--- src/rtl/pu_ib_arb_pkg.sv ---
// Shared types and helpers for the input-buffer SRAM arbiter.
package pu_ib_arb_pkg;

    typedef enum logic [1:0] {
        IDLE    = 2'd0,
        RD_WAIT = 2'd1,
        WR_WAIT = 2'd2
    } arb_state_e;

    // Byte address of a channel word: tile base + channel line + word offset,
    // wrapping naturally at 2^32.
    function automatic logic [31:0] compose_addr(
        input logic [31:0] base,
        input logic [31:0] ch,
        input logic [31:0] word,
        input logic [31:0] stride
    );
        return base + (ch * stride) + (word << 2);
    endfunction

endpackage

--- src/rtl/pu_rr_picker.sv ---
// Combinational round-robin pick: first set request at or after ptr, cyclic.
module pu_rr_picker #(
    parameter int NUM_CH = 16,
    parameter int PTR_W  = $clog2(NUM_CH)
) (
    input  logic [NUM_CH-1:0] req,
    input  logic [PTR_W-1:0]  ptr,
    output logic              valid,
    output logic [PTR_W-1:0]  idx
);

    logic [PTR_W-1:0] cand;

    // Walk offsets from farthest to nearest so the nearest set bit wins;
    // the index sum wraps because NUM_CH is a power of two.
    always_comb begin
        valid = |req;
        idx   = '0;
        cand  = '0;
        for (int i = NUM_CH - 1; i >= 0; i--) begin
            cand = ptr + PTR_W'(i);
            if (req[cand]) begin
                idx = cand;
            end
        end
    end

endmodule

--- src/rtl/pu_ib_sram_arbiter.sv ---
// Input-buffer SRAM arbiter: round-robin channel reads, loader writes with
// read/write alternation under contention.
// Optional feature macro: PU_IB_ARB_PERF_CNT_EN enables the perf counters;
// without it the counter ports read as zero.
module pu_ib_sram_arbiter
    import pu_ib_arb_pkg::*;
#(
    parameter int NUM_CH     = 16,
    parameter int DATA_W     = 256,
    parameter int LINE_BYTES = 256
) (
    input  logic                   clock,
    input  logic                   reset,
    input  logic [31:0]            base_address,
    input  logic [NUM_CH-1:0]      rd_req,
    input  logic [NUM_CH-1:0][31:0] rd_word,
    output logic [NUM_CH-1:0]      rd_ready,
    output logic [DATA_W-1:0]      rd_data,
    input  logic                   ld_wr_req,
    input  logic [31:0]            ld_wr_address,
    input  logic [DATA_W-1:0]      ld_wr_data,
    output logic                   ld_wr_ack,
    output logic                   sram_read,
    output logic                   sram_write,
    output logic [31:0]            sram_address,
    output logic [DATA_W-1:0]      sram_wdata,
    input  logic [DATA_W-1:0]      sram_rdata,
    input  logic                   sram_ready,
    output logic [31:0]            perf_read_cnt,
    output logic [31:0]            perf_write_cnt,
    output logic [31:0]            perf_stall_cnt
);

    localparam int CH_W = $clog2(NUM_CH);

    arb_state_e        state_q, state_d;
    logic [CH_W-1:0]   rr_ptr_q, rr_ptr_d;
    logic [CH_W-1:0]   ch_q, ch_d;
    logic              wr_last_q, wr_last_d;
    logic              sram_read_q, sram_read_d;
    logic              sram_write_q, sram_write_d;
    logic [31:0]       sram_address_q, sram_address_d;
    logic [DATA_W-1:0] sram_wdata_q, sram_wdata_d;
    logic [DATA_W-1:0] rd_data_q, rd_data_d;
    logic [NUM_CH-1:0] rd_ready_q, rd_ready_d;
    logic              ld_wr_ack_q, ld_wr_ack_d;

    logic              pick_valid;
    logic [CH_W-1:0]   pick_idx;

    pu_rr_picker #(
        .NUM_CH (NUM_CH),
        .PTR_W  (CH_W)
    ) u_picker (
        .req   (rd_req),
        .ptr   (rr_ptr_q),
        .valid (pick_valid),
        .idx   (pick_idx)
    );

    // Next-state and output logic; completion pulses default low each cycle.
    always_comb begin
        state_d        = state_q;
        rr_ptr_d       = rr_ptr_q;
        ch_d           = ch_q;
        wr_last_d      = wr_last_q;
        sram_read_d    = sram_read_q;
        sram_write_d   = sram_write_q;
        sram_address_d = sram_address_q;
        sram_wdata_d   = sram_wdata_q;
        rd_data_d      = rd_data_q;
        rd_ready_d     = '0;
        ld_wr_ack_d    = 1'b0;
        case (state_q)
            IDLE: begin
                sram_read_d  = 1'b0;
                sram_write_d = 1'b0;
                // A write yields to pending reads only if it went last.
                if (ld_wr_req && (!wr_last_q || !(|rd_req))) begin
                    state_d        = WR_WAIT;
                    sram_address_d = ld_wr_address;
                    sram_wdata_d   = ld_wr_data;
                    sram_write_d   = 1'b1;
                    wr_last_d      = 1'b1;
                end else if (pick_valid) begin
                    state_d        = RD_WAIT;
                    ch_d           = pick_idx;
                    sram_address_d = compose_addr(base_address, 32'(pick_idx),
                                                  rd_word[pick_idx], 32'(LINE_BYTES));
                    sram_read_d    = 1'b1;
                    wr_last_d      = 1'b0;
                end
            end
            RD_WAIT: begin
                if (sram_ready) begin
                    rd_data_d        = sram_rdata;
                    rd_ready_d[ch_q] = 1'b1;
                    sram_read_d      = 1'b0;
                    rr_ptr_d         = ch_q + CH_W'(1);
                    state_d          = IDLE;
                end
            end
            WR_WAIT: begin
                if (sram_ready) begin
                    ld_wr_ack_d  = 1'b1;
                    sram_write_d = 1'b0;
                    state_d      = IDLE;
                end
            end
            default: begin
                state_d      = IDLE;
                sram_read_d  = 1'b0;
                sram_write_d = 1'b0;
            end
        endcase
    end

    // State and output registers; reset abandons any outstanding access.
    always_ff @(posedge clock) begin
        if (reset) begin
            state_q        <= IDLE;
            rr_ptr_q       <= '0;
            ch_q           <= '0;
            wr_last_q      <= 1'b0;
            sram_read_q    <= 1'b0;
            sram_write_q   <= 1'b0;
            sram_address_q <= '0;
            sram_wdata_q   <= '0;
            rd_data_q      <= '0;
            rd_ready_q     <= '0;
            ld_wr_ack_q    <= 1'b0;
        end else begin
            state_q        <= state_d;
            rr_ptr_q       <= rr_ptr_d;
            ch_q           <= ch_d;
            wr_last_q      <= wr_last_d;
            sram_read_q    <= sram_read_d;
            sram_write_q   <= sram_write_d;
            sram_address_q <= sram_address_d;
            sram_wdata_q   <= sram_wdata_d;
            rd_data_q      <= rd_data_d;
            rd_ready_q     <= rd_ready_d;
            ld_wr_ack_q    <= ld_wr_ack_d;
        end
    end

    assign rd_ready     = rd_ready_q;
    assign rd_data      = rd_data_q;
    assign ld_wr_ack    = ld_wr_ack_q;
    assign sram_read    = sram_read_q;
    assign sram_write   = sram_write_q;
    assign sram_address = sram_address_q;
    assign sram_wdata   = sram_wdata_q;

`ifdef PU_IB_ARB_PERF_CNT_EN
    logic [31:0] rd_cnt_q, rd_cnt_d;
    logic [31:0] wr_cnt_q, wr_cnt_d;
    logic [31:0] st_cnt_q, st_cnt_d;

    // Saturating event counters for completions and wait-state stalls.
    always_comb begin
        rd_cnt_d = rd_cnt_q;
        wr_cnt_d = wr_cnt_q;
        st_cnt_d = st_cnt_q;
        if (state_q == RD_WAIT && sram_ready && rd_cnt_q != '1) begin
            rd_cnt_d = rd_cnt_q + 32'd1;
        end
        if (state_q == WR_WAIT && sram_ready && wr_cnt_q != '1) begin
            wr_cnt_d = wr_cnt_q + 32'd1;
        end
        if (state_q != IDLE && !sram_ready && st_cnt_q != '1) begin
            st_cnt_d = st_cnt_q + 32'd1;
        end
    end

    // Counter registers.
    always_ff @(posedge clock) begin
        if (reset) begin
            rd_cnt_q <= '0;
            wr_cnt_q <= '0;
            st_cnt_q <= '0;
        end else begin
            rd_cnt_q <= rd_cnt_d;
            wr_cnt_q <= wr_cnt_d;
            st_cnt_q <= st_cnt_d;
        end
    end

    assign perf_read_cnt  = rd_cnt_q;
    assign perf_write_cnt = wr_cnt_q;
    assign perf_stall_cnt = st_cnt_q;
`else
    assign perf_read_cnt  = 32'd0;
    assign perf_write_cnt = 32'd0;
    assign perf_stall_cnt = 32'd0;
`endif

endmodule

--- config.mk ---
export PLATFORM = sky130hd
export DESIGN_NAME = pu_ib_sram_arbiter
export DESIGN_NICKNAME = d
export VERILOG_FILES = /design/src/rtl/pu_ib_arb_pkg.sv /design/src/rtl/pu_rr_picker.sv /design/src/rtl/pu_ib_sram_arbiter.sv
export SDC_FILE = /design/constraint.sdc
export NUM_CORES = 2
export LEC_CHECK = 0
export CORE_AREA = 2 2 697 699
export DETAILED_ROUTE_END_ITERATION = 7
export DIE_AREA = 0 0 699 701
export GPL_ROUTABILITY_DRIVEN = 1
export GPL_TIMING_DRIVEN = 0
export RECOVER_POWER = 50
export REMOVE_ABC_BUFFERS = 1
export SKIP_CTS_REPAIR_TIMING = 1
export SYNTH_ARGS = -nofsm -noshare
export SYNTH_HDL_FRONTEND = slang
export SYNTH_SLANG_ARGS = --single-unit
--- constraint.sdc ---
create_clock -name clock -period 11.89 [get_ports clock]
set_input_delay 1.189 -clock clock [delete_from_list [all_inputs] [get_ports clock]]
set_output_delay 1.189 -clock clock [all_outputs]
set_load 0.1 [all_outputs]
==> out/metrics.yaml <==
muxShareOfSynthArea_pct: 9.12
wl_mm: 409
fin_worst_skew_ns: 0.103
cpMaxStageDelayCell: "dfxtp_1"
yosysWarnings: 0
ant_nets: 0
crit_path_start_kind: "flop"
final_common_cell: "clkdlybuf4s50_1"
final_cell_mix: "clkdlybuf4s50_1 (1354), nand2_1 (1131), a21oi_1 (665)"
grt_use_total_pct: 16.0
cp-end-kind: "flop"
drt-pass1-iter-count: 5
synth_edf_count: 0
synth-simple-area-share_pct: 19.9
areaGrowthSynthToFinish_pct: 94.1
fmax_ghz: 0.0889
required_ns: 12.54
yosysSeqAreaShare_pct: 39.3
numCtsBuffers: 96
regArea_um2: 11500
gp_congestion: 0.891
maxSlewHeadroom_pct: -294
synth_compound_area_share_pct: 20.3
setup_slack_ns: 0.639
grt_antenna_before_repair: 494
synth-seq-cells: 574
port_buffers: 1638
htreeDepth: 3
die_x_um: 699
synth_xor_area_share_pct: 1.22
synthAdderAreaFrac_pct: 3.21
finalPower_w: 0.0107
outcome: "finished with violations"
synth_top_family_by_area: "compound AO/OA/AOI/OAI gates"
final_cell_count_no_fill: 11900
violations: "capacitance limit, slew limit"
route.detailed.drc: 0
wl_per_cell_um: 34.4
die_h_um: 701
fin_crit_sh_pct: 94.6
leakage_nw: 19.7
synth_cells: 3768
ios: 1767
synth_flop_cell: "dfxtp_1"
hp-class: "reg2reg"
grt_max_degree: 109
num_vias: 36000
drive_above_1_share_pct: 5.60
synth_cell_type_count: 81
dpl_worst_slack_ns: -1.34
overflow: 0
multi_input_area_um2: 16300
clock_sinks: 574
fin_nets: 6464
start_util_pct: 6.08
dp_hpwl_mm: 364
cts_root_buf: "clkbuf_16"
crit_path_max_fanout: 25
worstSetupPathType: "reg2reg"
drv_slew: 571
dp_cells: 11600
place_area_um2: 53500
clkTransAtPathRegs_ns: 0.06
synth-async-reset-ratio_pct: 0
synth_area_um2: 29300
setup_viol: 0
dieArea_um2: 490000
cp.arrival_ns: 11.91
avgSynthCellArea_um2: 7.77
avgViaCountPerCell: 3.03
rsz0062_at_grt: "false"
cts_max_path_buffers: 4
clk_latency_ns: 0.86
worst_pin_slew_ns: 5.91
finalHoldViolCount: 0
slowest_delay_ns: 0.65
grt_pass1_wl_mm: 481
power_density_nw_per_um2: 188
post-route-min-period_ns: 11.25
first_iter_violations: 2051
final_area_um2: 56800
core-area_um2: 482000
n_fill_cell: 55600
grt_pass1_vias: 33600
cts_tree: "built"
rows: 255
vdd_drop_max_mv: 0.118
cap_violations: 62
-- synth_stat cells, types with 6 or more instances --
| master | instances | share of area [%] |
|---|---|---|
| clkbuf_1 | 226 | 2.9 |
| inv_1 | 27 | 0.35 |
| o211ai_1 | 12 | 0.31 |
| nor3_1 | 15 | 0.26 |
| buf_1 | 12 | 0.15 |
| mux2i_1 | 184 | 6.3 |
| a311oi_1 | 20 | 0.60 |
| xor2_1 | 13 | 0.39 |
| o21bai_1 | 8 | 0.21 |
| mux4_2 | 21 | 1.6 |
| buf_2 | 41 | 0.70 |
| nand3_1 | 29 | 0.50 |
| o22ai_1 | 7 | 0.15 |
| nand4_1 | 7 | 0.15 |
| xnor2_1 | 24 | 0.72 |
| buf_4 | 99 | 2.5 |
| o221ai_1 | 6 | 0.18 |
| a211oi_1 | 171 | 4.4 |
| a21o_1 | 12 | 0.31 |
| a21oi_1 | 669 | 11 |
| nand2b_1 | 10 | 0.21 |
| a211o_1 | 7 | 0.21 |
| mux2_2 | 22 | 0.85 |
| o21ai_0 | 50 | 0.85 |
| nor2_1 | 91 | 1.2 |
| dfxtp_1 | 574 | 39 |
| nor4_1 | 7 | 0.15 |
| ha_1 | 67 | 2.9 |
| nand2_1 | 1133 | 15 |
| nor2b_1 | 108 | 2.3 |
-- flip-flops by register name (all words and copies together) (netlist names) --
signal	flops
rd_ready	16
sram_address	32
state_q	2
ch_q	4
rd_data	256
sram_read	1
sram_wdata	256
sram_write	1
wr_last_q	1
rr_ptr_q	4
ld_wr_ack	1
-- critical path, delay by kind of cell, from the launching register on --
kind | cells | cell delay [ns]
AO/OA/AOI/OAI | 18 | 4.83
buffers and inverters | 11 | 2.21
adder cells (fa/ha/maj) | 3 | 1.15
AND/OR/NAND/NOR | 4 | 1.09
multiplexers | 3 | 0.91
flip-flops | 1 | 0.65
XOR/XNOR | 1 | 0.14
-- stage by stage --
stage / TNS (ns) / utilization [%] / hold slack [ns]
after global placement: -6240.96 / 10.8 / 0.442
final: 0 / 11.8 / 0.449
after detailed placement: -6.22 / 11.1 / 0.445
after global routing: 0 / 11.8 / 0.466
after CTS: -7.02 / 11.8 / 0.454
after floorplan: -148.39 / - / 0.448
-- final timing paths --
| kind | startpoint | endpoint | slack, ns | cells past startpoint |
|---|---|---|---|---|
| hold reg to reg | sram_wdata[41]$_SDFFE_PP0P_ | sram_wdata[41]$_SDFFE_PP0P_ | 0.45 | 2 |
| hold / removal | sram_wdata[41]$_SDFFE_PP0P_ | sram_wdata[41]$_SDFFE_PP0P_ | 0.45 | 2 |
| setup reg to reg | rr_ptr_q[1]$_SDFFE_PP0P_ | sram_address[31]$_SDFFE_PP0P_ | 0.64 | 40 |
| setup / recovery | rr_ptr_q[1]$_SDFFE_PP0P_ | sram_address[31]$_SDFFE_PP0P_ | 0.64 | 40 |
-- cells by family (layout without fill, tap and decap cells) --
kind of cell | Yosys count | count (layout)
buffers and inverters | 414 | 1906
xor gates and xnor gates | 39 | 39
other | 1 | 181
AOI/OAI and AO/OA | 1014 | 1015
muxes | 232 | 232
and+or+nand+nor | 1422 | 1422
adders and majority gates | 72 | 72
DFF | 574 | 574
-- power breakdown --
part	switching, W	internal (W)
Clock	0.00125	0.00181
Sequential	0.000104	0.00211
Combinational	0.00379	0.00162
-- cell type report --
type	instances	share of cell area [%]
clock buffers	128	4.76
diodes	85	0.374
clock inverters	42	0.971
well taps	6425	14.1
repair buffers	1706	30.7
inverters	30	0.209
flip-flops and latches	574	20.2
multi-input cells	2876	28.6
-- routing by layer --
layer / track usage, % / up-vias / part of all wire (%)
met1: 16.0 / 16700 / 34
li1: - / 16000 / -
met4: 5.00 / 346 / 4.0
met5: 0.00980 / - / 0.55
met3: 11.0 / 1022 / 15
met2: 26.5 / 1903 / 46
(Power assumes the default switching activity.)
